File: src/rtl/load_store_unit.sv
// Load/store unit: one byte/half/word access at a time to a word-addressed, registered-read memory.
// Optional macro LSU_MISALIGN_TRAP_EN: misaligned requests trap with resp_err instead of being aligned down.
module load_store_unit #(
  parameter int DATA_WIDTH = 32
) (
  input  logic                  clk_i,
  input  logic                  rst_ni,
  input  logic                  req_valid_i,
  output logic                  req_ready_o,
  input  logic                  req_we_i,
  input  logic [1:0]            req_size_i,
  input  logic                  req_unsigned_i,
  input  logic [DATA_WIDTH-1:0] req_addr_i,
  input  logic [DATA_WIDTH-1:0] req_wdata_i,
  output logic                  resp_valid_o,
  output logic [DATA_WIDTH-1:0] resp_rdata_o,
  output logic                  resp_err_o,
  output logic                  mem_we_o,
  output logic [DATA_WIDTH-1:0] mem_a_o,
  output logic [DATA_WIDTH-1:0] mem_wd_o,
  input  logic [DATA_WIDTH-1:0] mem_rd_i
);

  typedef enum logic [1:0] {IDLE, ACCESS, CAPTURE, WRITE} state_e;

  state_e          state_q;
  logic            we_q;
  logic [1:0]      size_q;
  logic            uns_q;
  logic [1:0]      off_q;
  logic [15:0]     wdata_q;
  logic            err_q;

  logic [DATA_WIDTH-1:0] addr_al;
  logic                  misaligned;
  logic [7:0]            byte_sel;
  logic [15:0]           half_sel;
  logic [DATA_WIDTH-1:0] load_d;
  logic [DATA_WIDTH-1:0] merge_d;

  // Alignment bits are cleared for half/word; in trap mode only aligned requests reach memory anyway.
  assign addr_al = {req_addr_i[DATA_WIDTH-1:2],
                    req_addr_i[1] & ~req_size_i[1],
                    req_addr_i[0] & ~(req_size_i[1] | req_size_i[0])};

`ifdef LSU_MISALIGN_TRAP_EN
  assign misaligned = ((req_size_i == 2'b01) && req_addr_i[0]) ||
                      (req_size_i[1] && (req_addr_i[1:0] != 2'b00));
`else
  assign misaligned = 1'b0;
`endif

  assign req_ready_o = (state_q == IDLE);

  always_comb begin
    byte_sel = mem_rd_i[7:0];
    case (off_q)
      2'd1:    byte_sel = mem_rd_i[15:8];
      2'd2:    byte_sel = mem_rd_i[23:16];
      2'd3:    byte_sel = mem_rd_i[31:24];
      default: byte_sel = mem_rd_i[7:0];
    endcase
    half_sel = off_q[1] ? mem_rd_i[31:16] : mem_rd_i[15:0];

    case (size_q)
      2'b00:   load_d = uns_q ? {24'b0, byte_sel} : {{24{byte_sel[7]}}, byte_sel};
      2'b01:   load_d = uns_q ? {16'b0, half_sel} : {{16{half_sel[15]}}, half_sel};
      default: load_d = mem_rd_i;
    endcase

    // Only sub-word stores reach the merge, so a non-byte size here is a halfword.
    merge_d = mem_rd_i;
    if (size_q == 2'b00) begin
      case (off_q)
        2'd1:    merge_d[15:8]  = wdata_q[7:0];
        2'd2:    merge_d[23:16] = wdata_q[7:0];
        2'd3:    merge_d[31:24] = wdata_q[7:0];
        default: merge_d[7:0]   = wdata_q[7:0];
      endcase
    end else if (off_q[1]) begin
      merge_d[31:16] = wdata_q;
    end else begin
      merge_d[15:0] = wdata_q;
    end
  end

  always_ff @(posedge clk_i or negedge rst_ni) begin
    if (!rst_ni) begin
      state_q      <= IDLE;
      we_q         <= 1'b0;
      size_q       <= 2'b00;
      uns_q        <= 1'b0;
      off_q        <= 2'b00;
      wdata_q      <= '0;
      err_q        <= 1'b0;
      mem_we_o     <= 1'b0;
      mem_a_o      <= '0;
      mem_wd_o     <= '0;
      resp_valid_o <= 1'b0;
      resp_rdata_o <= '0;
      resp_err_o   <= 1'b0;
    end else begin
      resp_valid_o <= 1'b0;
      resp_err_o   <= 1'b0;
      case (state_q)
        IDLE: begin
          if (req_valid_i) begin
            we_q    <= req_we_i;
            size_q  <= req_size_i;
            uns_q   <= req_unsigned_i;
            off_q   <= addr_al[1:0];
            wdata_q <= req_wdata_i[15:0];
            err_q   <= misaligned;
            state_q <= ACCESS;
            if (!misaligned) begin
              mem_a_o <= {2'b00, addr_al[DATA_WIDTH-1:2]};
              if (req_we_i && req_size_i[1]) begin
                mem_we_o <= 1'b1;
                mem_wd_o <= req_wdata_i;
              end
            end
          end
        end
        ACCESS: begin
          if (err_q) begin
            resp_valid_o <= 1'b1;
            resp_err_o   <= 1'b1;
            state_q      <= IDLE;
          end else if (we_q && size_q[1]) begin
            mem_we_o     <= 1'b0;
            resp_valid_o <= 1'b1;
            state_q      <= IDLE;
          end else begin
            state_q <= CAPTURE;
          end
        end
        CAPTURE: begin
          if (!we_q) begin
            resp_rdata_o <= load_d;
            resp_valid_o <= 1'b1;
            state_q      <= IDLE;
          end else begin
            mem_wd_o <= merge_d;
            mem_we_o <= 1'b1;
            state_q  <= WRITE;
          end
        end
        WRITE: begin
          mem_we_o     <= 1'b0;
          resp_valid_o <= 1'b1;
          state_q      <= IDLE;
        end
        default: state_q <= IDLE;
      endcase
    end
  end

endmodule

File: config.mk
export PLATFORM = sky130hd
export DESIGN_NAME = load_store_unit
export DESIGN_NICKNAME = d
export VERILOG_FILES = /design/src/rtl/load_store_unit.sv
export SDC_FILE = /design/constraint.sdc
export NUM_CORES = 1
export LEC_CHECK = 0
export ABC_AREA = 1
export ABC_CLOCK_PERIOD_IN_PS = 1500
export BUFFER_PORTS_ARGS = -buffer_cell sky130_fd_sc_hd__buf_2
export CELL_PAD_IN_SITES_DETAIL_PLACEMENT = 0
export CELL_PAD_IN_SITES_GLOBAL_PLACEMENT = 1
export CORE_MARGIN = 4
export CORE_UTILIZATION = 30
export CTS_CLUSTER_SIZE = 20
export DETAILED_ROUTE_END_ITERATION = 16
export PLACE_DENSITY_LB_ADDON = 0.1
export RECOVER_POWER = 50
export SLEW_MARGIN = 30
export SYNTH_ARGS = -nofsm -noshare
export SYNTH_HDL_FRONTEND = slang
export SYNTH_SLANG_ARGS = --single-unit
File: constraint.sdc
create_clock -name clk_i -period 1.5 [get_ports clk_i]
set_input_delay 0.075 -clock clk_i [delete_from_list [all_inputs] [get_ports clk_i]]
set_output_delay 0.075 -clock clk_i [all_outputs]
set_load 0.02 [all_outputs]
==> key figures <==
Run status
  – Status: complete, no violations

Pwr
  – Psw: 10.4 mW
  – Peak VDD IR: 1.01 mV
  – Pint: 11.8 mW
  – Logic pwr share: 55.0%
  – Flop pwr share: 26.6%
  – Leak: 4.60 nW
  – Clock network power share: 18.4%
  – Pwr Density: 2370 nW/µm²
  – Sw frac: 46.7%

STA
  – Final worst path period share: 98.9%
  – Layout Skew: 0.00697 ns
  – Max_slew headroom: 47.7%
  – Setup violators final: 0
  – Worst-Margin Slew: 0.785 ns
  – Fmax: 0.674 GHz
  – RSZ-0062 raised after global routing: yes
  – Final Slew Violations: 0
  – Fin worst setup slack: 0.0162 ns
  – WHS: 0.0339 ns
  – Period minus WS final: 1.48 ns
  – Final hold violation count: 0

Setup path
  – Slowest stage cell, crit path: dfrtp_2
  – Max incr delay on CP: 0.47 ns
  – Worst EP required: 1.81 ns
  – Worst Setup Path Type: reg2reg
  – CP max FO: 12
  – Cell Chain, Critical Path: inv_2 > o21bai_1 > nand3_2 > nand3_4 > clkbuf_16 > nand3_1 > nand2_1 > inv_1
  – CP Capture Type: flop
  – CP Buf/Inv Count: 3
  – Critical Path Start Type: flop
  – Crit path arrival time: 1.80 ns
  – Top delay family on crit path: flip-flops

Global route
  – Gr usage total: 20.5%
  – Largest net degree at the start of global routing: 44
  – Grt ovf: 0
  – Number of global-route vias before repair: 6935
  – First-pass GRT wire length: 38600 µm
  – Initial antenna violation count: 2

Synth
  – Commonest cells in the netlist: 277 x nand2_1, 120 x dfrtp_1, 91 x a21oi_1
  – Seq/Total Area, Yosys: 46.6%
  – Yosys Warn Count: 0
  – Synth top area cells: dfrtp_1 47%, nand2_1 16%, a21oi_1 7.1%, nand3_1 5.3%, nor2_1 4.0%
  – Synth Instances: 870
  – Synthesized area: 6440 µm²
  – Yosys top cell area share: 46.6%
  – Synthesized flop and latch total: 120
  – Post-synth top flop: dfrtp_1
  – Mean Syn Cell Area: 7.41 µm²
  – Synth async-reset ratio: 100%
  – Distinct cells, synth: 27
  – Count leader, synth: nand2_1
  – Top cell type by total area after synthesis: dfrtp_1
  – Post-synth EDFFs: 0

Layout
  – Finished Cell Area: 9380 µm²
  – Antenna cells: 0
  – Share of layout cells above drive strength 1: 26.0%
  – Sequential Area: 3010 µm²
  – Fillers: 2211
  – Final Non-Filler Cells: 1438
  – Layout area overhead: 45.6%
  – Multi-input gate area: 3000 µm²
  – Nets: 1253
  – Final Core Density: 44.5%

CTS
  – Clk root buf: clkbuf_16
  – Sink Count: 120
  – CTS tree: done
  – CTS max path bufs: 2
  – CTS HTree Levels: 4
  – CTS Buf Count: 17
  – Clk slew on worst S/H paths: 0.06 ns
  – Clock Latency Late Sink: 0.42 ns

Placement
  – Placed Cells: 1328
  – Port bufs: 199
  – Post-place setup slack: -0.0107 ns
  – Placed Area: 7940 µm²
  – Post-detail-place hpwl: 17900 µm
  – GP Congestion: 0.852

Worst hold path
  – Min-delay worst type: in2reg

Drt
  – Post-route met1 wirelength: 11600 µm
  – WL/cell: 17.4 µm
  – 1st-pass router iterations: 5
  – DRC errors left: 0
  – Routed met2 length: 12000 µm
  – Met3 WL: 1190 µm
  – Via count: 6840
  – Initial DRC count: 327
  – Max layer used: met5
  – Post-route ant nets: 0
  – Routed wire length: 25100 µm
  – Vias/cell: 4.76

Floorplanning
  – Core region area: 21100 µm²
  – Die area: 23900 µm²
  – Die width: 155 µm
  – Io pins: 203
  – Chip Height: 155 µm
  – Starting Density: 30.6%
  – FP Rows: 53

Run
  – Max Cap Violations: 0
==> metrics by stage <==
stage	setup TNS, ns	power (mW)
floorplan	0	13.3
global placement	0	17.5
detailed placement	-0.0225	17.5
CTS	0	21.8
global route	-0.688	23.9
finish	0	22.2
==> per-layer routing <==
layer,global-route usage [%],up-vias
met4,4.54,4
met5,0,-
li1,-,3402
met1,27.1,3238
met2,34.6,176
met3,4.50,20
==> power groups by stage <==
stage	logic, mW	registers [mW]	clock network [mW]
floorplan	6.00	7.30	0
global placement	11.6	5.94	0
detailed placement	11.6	5.91	0
CTS	11.7	5.90	4.17
global route	13.5	6.12	4.29
finish	12.2	5.91	4.07
==> worst reg2reg max path: stages, from the launching register on <==
cell and delay (ns):
dfrtp_2 0.47, inv_2 0.09, o21bai_1 0.17, nand3_2 0.14, nand3_4 0.16, clkbuf_16 0.18
nand3_1 0.07, nand2_1 0.06, inv_1 0.03
==> cells by family (layout without fill, tap and decap cells) <==
logic type | count (synthesis) | after routing | share of synthesized area (%)
flip-flops | 120 | 120 | 46.6
other | 1 | 3 | 0.0582
AND/OR/NAND/NOR | 439 | 439 | 28.1
buffers and inverters | 114 | 405 | 7.84
AO/OA/AOI/OAI | 196 | 196 | 17.4
==> path summary, 6_finish.rpt <==
check	start	end	slack, ns	cells after the start
worst max-delay path	off_q[0]	resp_rdata_o[31]	0.02	8
worst min-delay path	mem_rd_i[17]	resp_rdata_o[17]	0.03	5
worst max register to register	off_q[0]	resp_rdata_o[31]	0.02	8
worst min register to register	mem_a_o[20]	mem_a_o[20]	0.47	2
max in group asynchronous	rst_ni	size_q[0]	0.23	3
min in group asynchronous	rst_ni	mem_wd_o[29]	0.28	2
==> final cells by class <==
type                            count  area share [%]
Clock buffer                       17            4.53
Clock inverter                     15            1.64
Inverter                           56            2.29
Multi-Input combinational cell    638            32.0
Sequential cell                   120            32.1
Tap cell                          275            3.67
Timing Repair Buffer              317            23.8
==> cell usage in the layout, fill, tap and decap left out, types with 8 or more instances in the layout <==
cell type and n:
a21oi_1 91, o21ai_1 16, dfrtp_1 116, nand3_1 67
o21ai_0 38, inv_1 46, o211ai_1 33, or2_2 16
inv_2 8, clkbuf_1 28, buf_2 171, dlygate4sd3_1 69
nor2_1 65, buf_4 29, nand2_1 274, buf_12 11
clkbuf_16 21
==> state kept, by name (all words and copies together) (netlist names) <==
name and cells:
mem_a_o 30, mem_wd_o 32, mem_we_o 1, off_q 2
resp_rdata_o 32, resp_valid_o 1, size_q 2, state_q 2
uns_q 1, wdata_q 16, we_q 1
==> what timing repair did <==
action                     CTS  global route
pin swaps                    0             5
gates cloned                 0             4
hold endpoints to repair   173             0
setup endpoints to repair   13            61
gates resized for setup      1            24
setup buffers                0             5
hold buffers                69             0
(Power assumes the default switching activity.)
